==> config.mk <==
export PLATFORM = sky130hd
export DESIGN_NAME = multicycle_control_flat
export DESIGN_NICKNAME = d
export VERILOG_FILES = /design/src/rtl/multicycle_control_if.sv /design/src/rtl/multicycle_control.sv /design/src/flat_wrapper.sv
export SDC_FILE = /design/constraint.sdc
export NUM_CORES = 1
export LEC_CHECK = 0
export CORE_MARGIN = 3
export CORE_UTILIZATION = 40
export CTS_CLUSTER_SIZE = 28
export DETAILED_ROUTE_END_ITERATION = 6
export GPL_TIMING_DRIVEN = 1
export PLACE_DENSITY = 0.74
export SLEW_MARGIN = 20
export SYNTH_ARGS = -nofsm -noshare
export SYNTH_HDL_FRONTEND = slang
export SYNTH_SLANG_ARGS = --single-unit
export TNS_END_PERCENT = 50
==> constraint.sdc <==
create_clock -name clk_i -period 1.4 [get_ports clk_i]
set_input_delay 0.28 -clock clk_i [delete_from_list [all_inputs] [get_ports clk_i]]
set_output_delay 0.28 -clock clk_i [all_outputs]
set_load 0.02 [all_outputs]
==> src/rtl/multicycle_control_if.sv <==
// multicycle_control_if
//   Control bundle between the multi-cycle MIPS sequencer and its datapath.
//   master : the sequencer (takes start/opcode/memory-ready, drives enables,
//            mux selects, ALUOp and status).
//   slave  : the datapath side (drives start/opcode/memory-ready, takes the rest).
`timescale 1ns/1ps
interface multicycle_control_if;
  logic       start_i;
  logic [5:0] Op_i;
  logic       mem_ready_i;
  logic       PCWrite_o;
  logic       PCWriteCond_o;
  logic       IorD_o;
  logic       MemRead_o;
  logic       MemWrite_o;
  logic       IRWrite_o;
  logic       MemToReg_o;
  logic       RegDst_o;
  logic       RegWrite_o;
  logic       ALUSrcA_o;
  logic [1:0] ALUSrcB_o;
  logic [1:0] ALUOp_o;
  logic [1:0] PCSource_o;
  logic       inst_done_o;
  logic       illegal_o;
  logic [3:0] state_o;

  modport master (
    input  start_i, Op_i, mem_ready_i,
    output PCWrite_o, PCWriteCond_o, IorD_o, MemRead_o, MemWrite_o, IRWrite_o,
           MemToReg_o, RegDst_o, RegWrite_o, ALUSrcA_o, ALUSrcB_o, ALUOp_o,
           PCSource_o, inst_done_o, illegal_o, state_o
  );

  modport slave (
    output start_i, Op_i, mem_ready_i,
    input  PCWrite_o, PCWriteCond_o, IorD_o, MemRead_o, MemWrite_o, IRWrite_o,
           MemToReg_o, RegDst_o, RegWrite_o, ALUSrcA_o, ALUSrcB_o, ALUOp_o,
           PCSource_o, inst_done_o, illegal_o, state_o
  );
endinterface

==> src/rtl/multicycle_control.sv <==
// multicycle_control
//   Moore sequencer for a multi-cycle MIPS datapath with one shared
//   instruction/data memory port (variable-latency mem_ready handshake),
//   an IR and a single ALU reused for PC+4, branch target and execute.
// Ports:
//   clk_i  - clock, rising edge
//   rst_i  - asynchronous active-low reset (aborts any instruction at once)
//   bus    - master side of multicycle_control_if:
//            in : start_i (run enable, sampled at instruction boundaries),
//                 Op_i (IR[31:26]), mem_ready_i (memory completes this cycle)
//            out: PC/IR/memory/register enables, mux selects, ALUOp,
//                 inst_done_o (retire pulse), illegal_o (sticky), state_o
`timescale 1ns/1ps
module multicycle_control #(
  parameter logic [5:0] OP_RTYPE     = 6'b000000,
  parameter logic [5:0] OP_LW        = 6'b100011,
  parameter logic [5:0] OP_SW        = 6'b101011,
  parameter logic [5:0] OP_BEQ       = 6'b000100,
  parameter logic [5:0] OP_J         = 6'b000010,
  parameter logic [5:0] OP_ADDI      = 6'b001000,
  parameter bit         ILLEGAL_HALT = 1'b1
) (
  input  logic                        clk_i,
  input  logic                        rst_i,
  multicycle_control_if.master        bus
);

  typedef enum logic [3:0] {
    IDLE      = 4'd0,
    FETCH     = 4'd1,
    DECODE    = 4'd2,
    MEM_ADDR  = 4'd3,
    MEM_READ  = 4'd4,
    MEM_WB    = 4'd5,
    MEM_WRITE = 4'd6,
    EXECUTE   = 4'd7,
    R_WB      = 4'd8,
    BRANCH    = 4'd9,
    JUMP      = 4'd10,
    ADDI_WB   = 4'd11,
    HALT      = 4'd12
  } state_e;

  state_e     state_q, state_d;
  logic [5:0] op_q, op_d;
  logic       illegal_q, illegal_d;
  logic       retire;

  // Next-state logic. Every retiring state funnels through `retire` so the
  // boundary decision (FETCH vs IDLE on start_i) lives in one place.
  always_comb begin
    state_d   = state_q;
    op_d      = op_q;
    illegal_d = illegal_q;
    retire    = 1'b0;
    case (state_q)
      IDLE:      if (bus.start_i) state_d = FETCH;
      FETCH:     if (bus.mem_ready_i) state_d = DECODE;
      DECODE: begin
        // Opcode is captured here so later states never look at live Op_i.
        op_d = bus.Op_i;
        case (bus.Op_i)
          OP_LW, OP_SW:      state_d = MEM_ADDR;
          OP_RTYPE, OP_ADDI: state_d = EXECUTE;
          OP_BEQ:            state_d = BRANCH;
          OP_J:              state_d = JUMP;
          default: begin
            illegal_d = 1'b1;
            if (ILLEGAL_HALT) state_d = HALT;
            else              retire  = 1'b1;
          end
        endcase
      end
      MEM_ADDR:  state_d = (op_q == OP_SW) ? MEM_WRITE : MEM_READ;
      MEM_READ:  if (bus.mem_ready_i) state_d = MEM_WB;
      MEM_WRITE: if (bus.mem_ready_i) retire = 1'b1;
      EXECUTE:   state_d = (op_q == OP_ADDI) ? ADDI_WB : R_WB;
      MEM_WB, R_WB, ADDI_WB, BRANCH, JUMP: retire = 1'b1;
      HALT:      state_d = HALT;
      default:   state_d = IDLE;
    endcase
    if (retire) state_d = bus.start_i ? FETCH : IDLE;
  end

  always_ff @(posedge clk_i or negedge rst_i) begin
    if (!rst_i) begin
      state_q   <= IDLE;
      op_q      <= '0;
      illegal_q <= 1'b0;
    end else begin
      state_q   <= state_d;
      op_q      <= op_d;
      illegal_q <= illegal_d;
    end
  end

  // Output decode: state register only, plus mem_ready_i gating the FETCH
  // enables and the latched opcode selecting the EXECUTE flavour.
  always_comb begin
    bus.PCWrite_o     = 1'b0;
    bus.PCWriteCond_o = 1'b0;
    bus.IorD_o        = 1'b0;
    bus.MemRead_o     = 1'b0;
    bus.MemWrite_o    = 1'b0;
    bus.IRWrite_o     = 1'b0;
    bus.MemToReg_o    = 1'b0;
    bus.RegDst_o      = 1'b0;
    bus.RegWrite_o    = 1'b0;
    bus.ALUSrcA_o     = 1'b0;
    bus.ALUSrcB_o     = 2'b00;
    bus.ALUOp_o       = 2'b00;
    bus.PCSource_o    = 2'b00;
    case (state_q)
      FETCH: begin
        bus.MemRead_o = 1'b1;
        bus.ALUSrcB_o = 2'b01;
        bus.IRWrite_o = bus.mem_ready_i;
        bus.PCWrite_o = bus.mem_ready_i;
      end
      DECODE:    bus.ALUSrcB_o = 2'b11;
      MEM_ADDR: begin
        bus.ALUSrcA_o = 1'b1;
        bus.ALUSrcB_o = 2'b10;
      end
      MEM_READ: begin
        bus.MemRead_o = 1'b1;
        bus.IorD_o    = 1'b1;
      end
      MEM_WRITE: begin
        bus.MemWrite_o = 1'b1;
        bus.IorD_o     = 1'b1;
      end
      MEM_WB: begin
        bus.MemToReg_o = 1'b1;
        bus.RegWrite_o = 1'b1;
      end
      EXECUTE: begin
        bus.ALUSrcA_o = 1'b1;
        if (op_q == OP_ADDI) begin
          bus.ALUSrcB_o = 2'b10;
        end else begin
          bus.ALUOp_o   = 2'b10;
        end
      end
      R_WB: begin
        bus.RegDst_o   = 1'b1;
        bus.RegWrite_o = 1'b1;
      end
      ADDI_WB:   bus.RegWrite_o = 1'b1;
      BRANCH: begin
        bus.ALUSrcA_o     = 1'b1;
        bus.ALUOp_o       = 2'b01;
        bus.PCWriteCond_o = 1'b1;
        bus.PCSource_o    = 2'b01;
      end
      JUMP: begin
        bus.PCWrite_o  = 1'b1;
        bus.PCSource_o = 2'b10;
      end
      default: ;
    endcase
  end

  assign bus.inst_done_o = retire;
  assign bus.illegal_o   = illegal_q;
  assign bus.state_o     = state_q;

endmodule

==> src/flat_wrapper.sv <==
// flat-port wrapper written by rule: the top's interface ports become plain ports
module multicycle_control_flat 
#(
  parameter logic [5:0] OP_RTYPE     = 6'b000000,
  parameter logic [5:0] OP_LW        = 6'b100011,
  parameter logic [5:0] OP_SW        = 6'b101011,
  parameter logic [5:0] OP_BEQ       = 6'b000100,
  parameter logic [5:0] OP_J         = 6'b000010,
  parameter logic [5:0] OP_ADDI      = 6'b001000,
  parameter bit         ILLEGAL_HALT = 1'b1
)
  (clk_i, rst_i, bus_start_i, bus_Op_i, bus_mem_ready_i, bus_PCWrite_o, bus_PCWriteCond_o, bus_IorD_o, bus_MemRead_o, bus_MemWrite_o, bus_IRWrite_o, bus_MemToReg_o, bus_RegDst_o, bus_RegWrite_o, bus_ALUSrcA_o, bus_ALUSrcB_o, bus_ALUOp_o, bus_PCSource_o, bus_inst_done_o, bus_illegal_o, bus_state_o);
  multicycle_control_if bus_i ();
  input  logic clk_i;
  input  logic rst_i;
  input wire logic [$bits(bus_i.start_i)-1:0] bus_start_i;
  input wire logic [$bits(bus_i.Op_i)-1:0] bus_Op_i;
  input wire logic [$bits(bus_i.mem_ready_i)-1:0] bus_mem_ready_i;
  output wire logic [$bits(bus_i.PCWrite_o)-1:0] bus_PCWrite_o;
  output wire logic [$bits(bus_i.PCWriteCond_o)-1:0] bus_PCWriteCond_o;
  output wire logic [$bits(bus_i.IorD_o)-1:0] bus_IorD_o;
  output wire logic [$bits(bus_i.MemRead_o)-1:0] bus_MemRead_o;
  output wire logic [$bits(bus_i.MemWrite_o)-1:0] bus_MemWrite_o;
  output wire logic [$bits(bus_i.IRWrite_o)-1:0] bus_IRWrite_o;
  output wire logic [$bits(bus_i.MemToReg_o)-1:0] bus_MemToReg_o;
  output wire logic [$bits(bus_i.RegDst_o)-1:0] bus_RegDst_o;
  output wire logic [$bits(bus_i.RegWrite_o)-1:0] bus_RegWrite_o;
  output wire logic [$bits(bus_i.ALUSrcA_o)-1:0] bus_ALUSrcA_o;
  output wire logic [$bits(bus_i.ALUSrcB_o)-1:0] bus_ALUSrcB_o;
  output wire logic [$bits(bus_i.ALUOp_o)-1:0] bus_ALUOp_o;
  output wire logic [$bits(bus_i.PCSource_o)-1:0] bus_PCSource_o;
  output wire logic [$bits(bus_i.inst_done_o)-1:0] bus_inst_done_o;
  output wire logic [$bits(bus_i.illegal_o)-1:0] bus_illegal_o;
  output wire logic [$bits(bus_i.state_o)-1:0] bus_state_o;
  assign bus_i.start_i = bus_start_i;
  assign bus_i.Op_i = bus_Op_i;
  assign bus_i.mem_ready_i = bus_mem_ready_i;
  assign bus_PCWrite_o = bus_i.PCWrite_o;
  assign bus_PCWriteCond_o = bus_i.PCWriteCond_o;
  assign bus_IorD_o = bus_i.IorD_o;
  assign bus_MemRead_o = bus_i.MemRead_o;
  assign bus_MemWrite_o = bus_i.MemWrite_o;
  assign bus_IRWrite_o = bus_i.IRWrite_o;
  assign bus_MemToReg_o = bus_i.MemToReg_o;
  assign bus_RegDst_o = bus_i.RegDst_o;
  assign bus_RegWrite_o = bus_i.RegWrite_o;
  assign bus_ALUSrcA_o = bus_i.ALUSrcA_o;
  assign bus_ALUSrcB_o = bus_i.ALUSrcB_o;
  assign bus_ALUOp_o = bus_i.ALUOp_o;
  assign bus_PCSource_o = bus_i.PCSource_o;
  assign bus_inst_done_o = bus_i.inst_done_o;
  assign bus_illegal_o = bus_i.illegal_o;
  assign bus_state_o = bus_i.state_o;
  multicycle_control #(.OP_RTYPE(OP_RTYPE), .OP_LW(OP_LW), .OP_SW(OP_SW), .OP_BEQ(OP_BEQ), .OP_J(OP_J), .OP_ADDI(OP_ADDI), .ILLEGAL_HALT(ILLEGAL_HALT)) u_core (.clk_i(clk_i), .rst_i(rst_i), .bus(bus_i));
endmodule
==> results of run 1 <==
## through the flow
| stage | hold slack, ns | TNS (ns) | instance area, sq um | utilization | std cells |
|---|---|---|---|---|---|
| 2_1_floorplan | -0.0156 | -0.906 | 1070 | - | 104 |
| 3_3_place_gp | 0.452 | -10.70 | 1630 | 0.798 | 192 |
| 3_5_place_dp | 0.455 | -11.22 | 1630 | 0.798 | 192 |
| 4_1_cts | 0.295 | -6.91 | 1900 | 0.929 | 212 |
## logic make-up after synthesis
logic type | share of synthesized area
xor+xnor | 0.00978
buf+inv | 0.0573
simple gates | 0.321
compound gates | 0.204
mux | 0.101
flops | 0.307
## cell usage after synthesis (all sizes together), types with 3 or more instances
| library cell | n |
|---|---|
| nand2b | 4 |
| and3 | 3 |
| nor2b | 3 |
| nand2 | 11 |
| mux2 | 8 |
| o21ai | 8 |
| nor3 | 5 |
| nor2 | 10 |
| buf | 6 |
| dfrtp | 11 |
| a21oi | 5 |
| nand3 | 3 |
## what timing repair did
| item | in CTS |
|---|---|
| setup endpoints to repair | 32 |
| endpoints found under the hold margin | 0 |
| resized for setup | 143 |
| pin swaps | 10 |
| buffers inserted | 16 |
| gates cloned | 0 |
| hold buffers | 0 |
==> results.yml, run 1 <==
run_status:
  outcome: "aborted with a tool error"
  stop_stage: "global routing"
  toolErrorMsg: "[ERROR DPL-0038] Utilization greater than 100%, impossible to legalize"
cts:
  cts_buffers: 3
  cts_buffer_depth: 2
  h-tree-depth: 1
  cts.sinks: 11
  root_buffer: "clkbuf_4"
synth:
  synth_nets: 114
  syn-cell-area_sq_um: 896
  yosysSeqAreaShare: 0.307
  yosysUniqueCellTypes: 43
  yosys_register_bits: 11
  ys.flop_type: "dfrtp_1"
  netlist.area_leader.share: 0.307
  ys_warn_count: 0
  synth_area_per_cell_sq_um: 8.61
  netlist_top_cells_area: "dfrtp_1 (31%), mux2_2 (10%), nand2_1 (4.6%)"
  async_flop_share: 1.00
  synth_area_leader_cell: "dfrtp_1"
  syn_inst: 104
  synth-edff-count: 0
placed_design:
  portBuffers: 31
  place_ws_ns: -0.700
  dp_hpwl_mm: 2.30
  gp_congestion: 0.840
floorplan:
  fp.dieH_um: 53.3
  initial_utilization: 0.439
  rows: 16
  dieWidth_um: 53.3
  io_pins: 32
sta:
  worst_endpoint_kind: "top-level output"
  worst_endpoint: "bus_ALUSrcB_o[1]"
global_route:
  grt_max_degree: 12
==> run 2, diff against run 1 <==
--- a/config.mk
+++ b/config.mk
@@ -5,12 +5,11 @@
 export SDC_FILE = /design/constraint.sdc
 export NUM_CORES = 1
 export LEC_CHECK = 0
-export CORE_MARGIN = 3
-export CORE_UTILIZATION = 40
-export CTS_CLUSTER_SIZE = 28
+export CORE_AREA = 3 3 64 66
 export DETAILED_ROUTE_END_ITERATION = 6
+export DIE_AREA = 0 0 67 69
 export GPL_TIMING_DRIVEN = 1
-export PLACE_DENSITY = 0.74
+export PLACE_DENSITY_LB_ADDON = 0.15
 export SLEW_MARGIN = 20
 export SYNTH_ARGS = -nofsm -noshare
 export SYNTH_HDL_FRONTEND = slang
==> constraint.sdc (replaced) <==
create_clock -name clk_i -period 1.82 [get_ports clk_i]
set_input_delay 0.364 -clock clk_i [delete_from_list [all_inputs] [get_ports clk_i]]
set_output_delay 0.364 -clock clk_i [all_outputs]
set_load 0.02 [all_outputs]
==> run 2 against run 1 <==
Effect of this change: the flow now finishes, with violations (setup timing); area after synthesis unchanged; synthesized cell count stayed put.
==> results.yml, run 2 <==
worst_setup_path:
  worst-endpoint-arrival_ns: 1.54
  crit_type: "register to output port"
  cp-end-kind: "output port"
  startpoint_type: "register"
  crit_chain: "or3b_4 > nor4_4 > nand2_1 > a21oi_2 > buf_4"
  critPathTopFamily: "simple AND/OR/NAND/NOR gates"
  crit_buf_inv: 1
  slowest_delay_ns: 0.41
  required_ns: 1.46
  path_max_fanout: 2
  slowest_stage: "or3b_4"
floorplan:
  io_pins: 32
  fp.dieH_um: 69
  dieWidth_um: 67
  dieArea_sq_um: 4620
  rows: 22
  core_area_sq_um: 3630
  initial_utilization: 0.247
cts:
  cts_buffer_depth: 2
  insertion_delay_ns: 0.24
  h-tree-depth: 1
  cts.sinks: 11
  cts_tree: "built"
  clkSlewWorstSetupHoldPaths_ns: 0.05
  cts_buffers: 3
  cts_hold_buffers: 0
  root_buffer: "clkbuf_8"
sta:
  fin_hold_ws_ns: 0.467
  rsz0062_at_grt: "true"
  min_period_over_period: 1.05
  hold_viol_final: 0
  tightest_slew_ns: 0.551
  slew_headroom: 0.632
  fin_ws_ns: -0.0883
  post-route-min-period_ns: 1.91
  skew_ns: 0.000531
  slew_viol_final: 0
  setup_viol: 2
  fmax_mhz: 524
route:
  ant_nets: 0
  viasPerCell: 4.68
  drt_iter0_drc: 39
  via_count: 1011
  drc_errors: 0
  drt-total-wl_mm: 2.74
  firstDrtPassIters: 4
  drt-wirelength-per-cell_um: 12.7
finish:
  syn_to_final_growth_pct: 68.4
  final_area_sq_um: 1510
  fin_nets: 179
  post-route-util: 0.415
  layout_commonest_cell: "buf_4"
  regMostFlops: "u_core.op_q"
  drive_gt1_frac: 0.494
  largest_register_ffs: 6
  final_cell_mix: "buf_4 (42), clkdlybuf4s50_1 (11), nand2_1 (10)"
  n_fill_cell: 400
  antenna_cells: 0
synth:
  synth_area_per_cell_sq_um: 8.61
  ys_warn_count: 0
  syn-cell-area_sq_um: 896
  syn_inst: 104
  synth_nets: 114
  yosysUniqueCellTypes: 43
  synth-edff-count: 0
  netlist_top_cells_area: "dfrtp_1 (31%), mux2_2 (10%), nand2_1 (4.6%)"
  ys.flop_type: "dfrtp_1"
  yosysSeqAreaShare: 0.307
  async_flop_share: 1.00
  yosys_register_bits: 11
  netlist.area_leader.share: 0.307
  synth_area_leader_cell: "dfrtp_1"
  synth_common_cells: "dfrtp_1 (11), nand2_1 (11), nor2_1 (10), mux2_2 (8), o21ai_0 (6)"
global_route:
  grt_usage: 0.116
  grt_pass1_wl_mm: 4.26
  grt_max_degree: 13
  grt_pass1_vias: 945
  antenna_found_initial: 0
  grt-ovfl-total: 0
run_status:
  violations: "setup timing"
  outcome: "finished, violations left"
placed_design:
  place_area_sq_um: 1480
  gp_congestion: 0.771
  place_ws_ns: -0.339
  dp_hpwl_mm: 2.20
  portBuffers: 31
run:
  cap_violations: 0
power_and_ir_drop:
  powerDensity_nw_per_um2: 1620
  vdd_drop_max_uv: 791
  p_leak_nw: 0.691
hold_path:
  hold_class: "register to register"
[run 2: cell counts after synthesis]
No cell type changed its count.
[run 2: repair_timing]
item	in CTS	in global routing
setup endpoints to repair	20	20
resized for setup	61	24
buffers inserted	1	1
pin swaps	1	1
[run 2: path summary, 6_finish.rpt]
check / start / endpoint / slack (ns) / cells past startpoint
worst max-delay path: u_core.op_q[2] / bus_ALUSrcB_o[1] / -0.09 / 5
worst min-delay path: u_core.bus.illegal_o / u_core.bus.illegal_o / 0.47 / 1
worst max register to register: u_core.bus.state_o[0] / u_core.bus.state_o[0] / 0.13 / 6
worst min register to register: u_core.bus.illegal_o / u_core.bus.illegal_o / 0.47 / 1
max in group asynchronous: rst_i / u_core.bus.state_o[1] / 0.94 / 1
min in group asynchronous: rst_i / u_core.bus.illegal_o / 0.49 / 1
[run 2: kinds of logic after synthesis]
kind of cell,after synthesis,share of synthesized area
simple gates,48,0.321
flops,11,0.307
mux,8,0.101
compound gates,27,0.204
buf+inv,9,0.0573
xor+xnor,1,0.00978
[run 2: where the power goes]
part | switching (W) | internal [W] | leakage, nW
Sequential | 0.000116 | 0.000363 | 0.129
Clock | 0.0000935 | 0.000150 | 0.0255
Combinational | 0.000875 | 0.000853 | 0.537
Total | 0.00108 | 0.00137 | 0.691
[run 2: stage by stage]
stage	setup TNS (ns)	instances	power (W)
finish	-0.169	216	0.00245
global route	-0.407	216	0.00264
CTS	-0.221	215	0.00247
detailed placement	-2.78	210	0.00228
global placement	-2.53	210	0.00227
floorplan	-0.139	104	0.00145
[run 2: layout make-up]
type | count | area [sq um] | area share
timing repair buffer | 67 | 520 | 0.345
inverter | 2 | 7.51 | 0.00498
multi-input combinational | 84 | 596 | 0.395
clock buffer | 3 | 41.3 | 0.0274
clock inverter | 1 | 5.00 | 0.00332
sequential | 11 | 279 | 0.185
tap | 48 | 60.1 | 0.0398
[run 2: layer usage]
metal / vias to the layer above / wire, um / GRT usage
met2: 33 / 1350 / 0.199
li1: 509 / - / -
met3: 4 / 184 / 0.0212
met4: 0 / 25 / 0.0338
met5: - / 0 / 0
met1: 465 / 1170 / 0.144
Power figures use the tool's default switching activity.
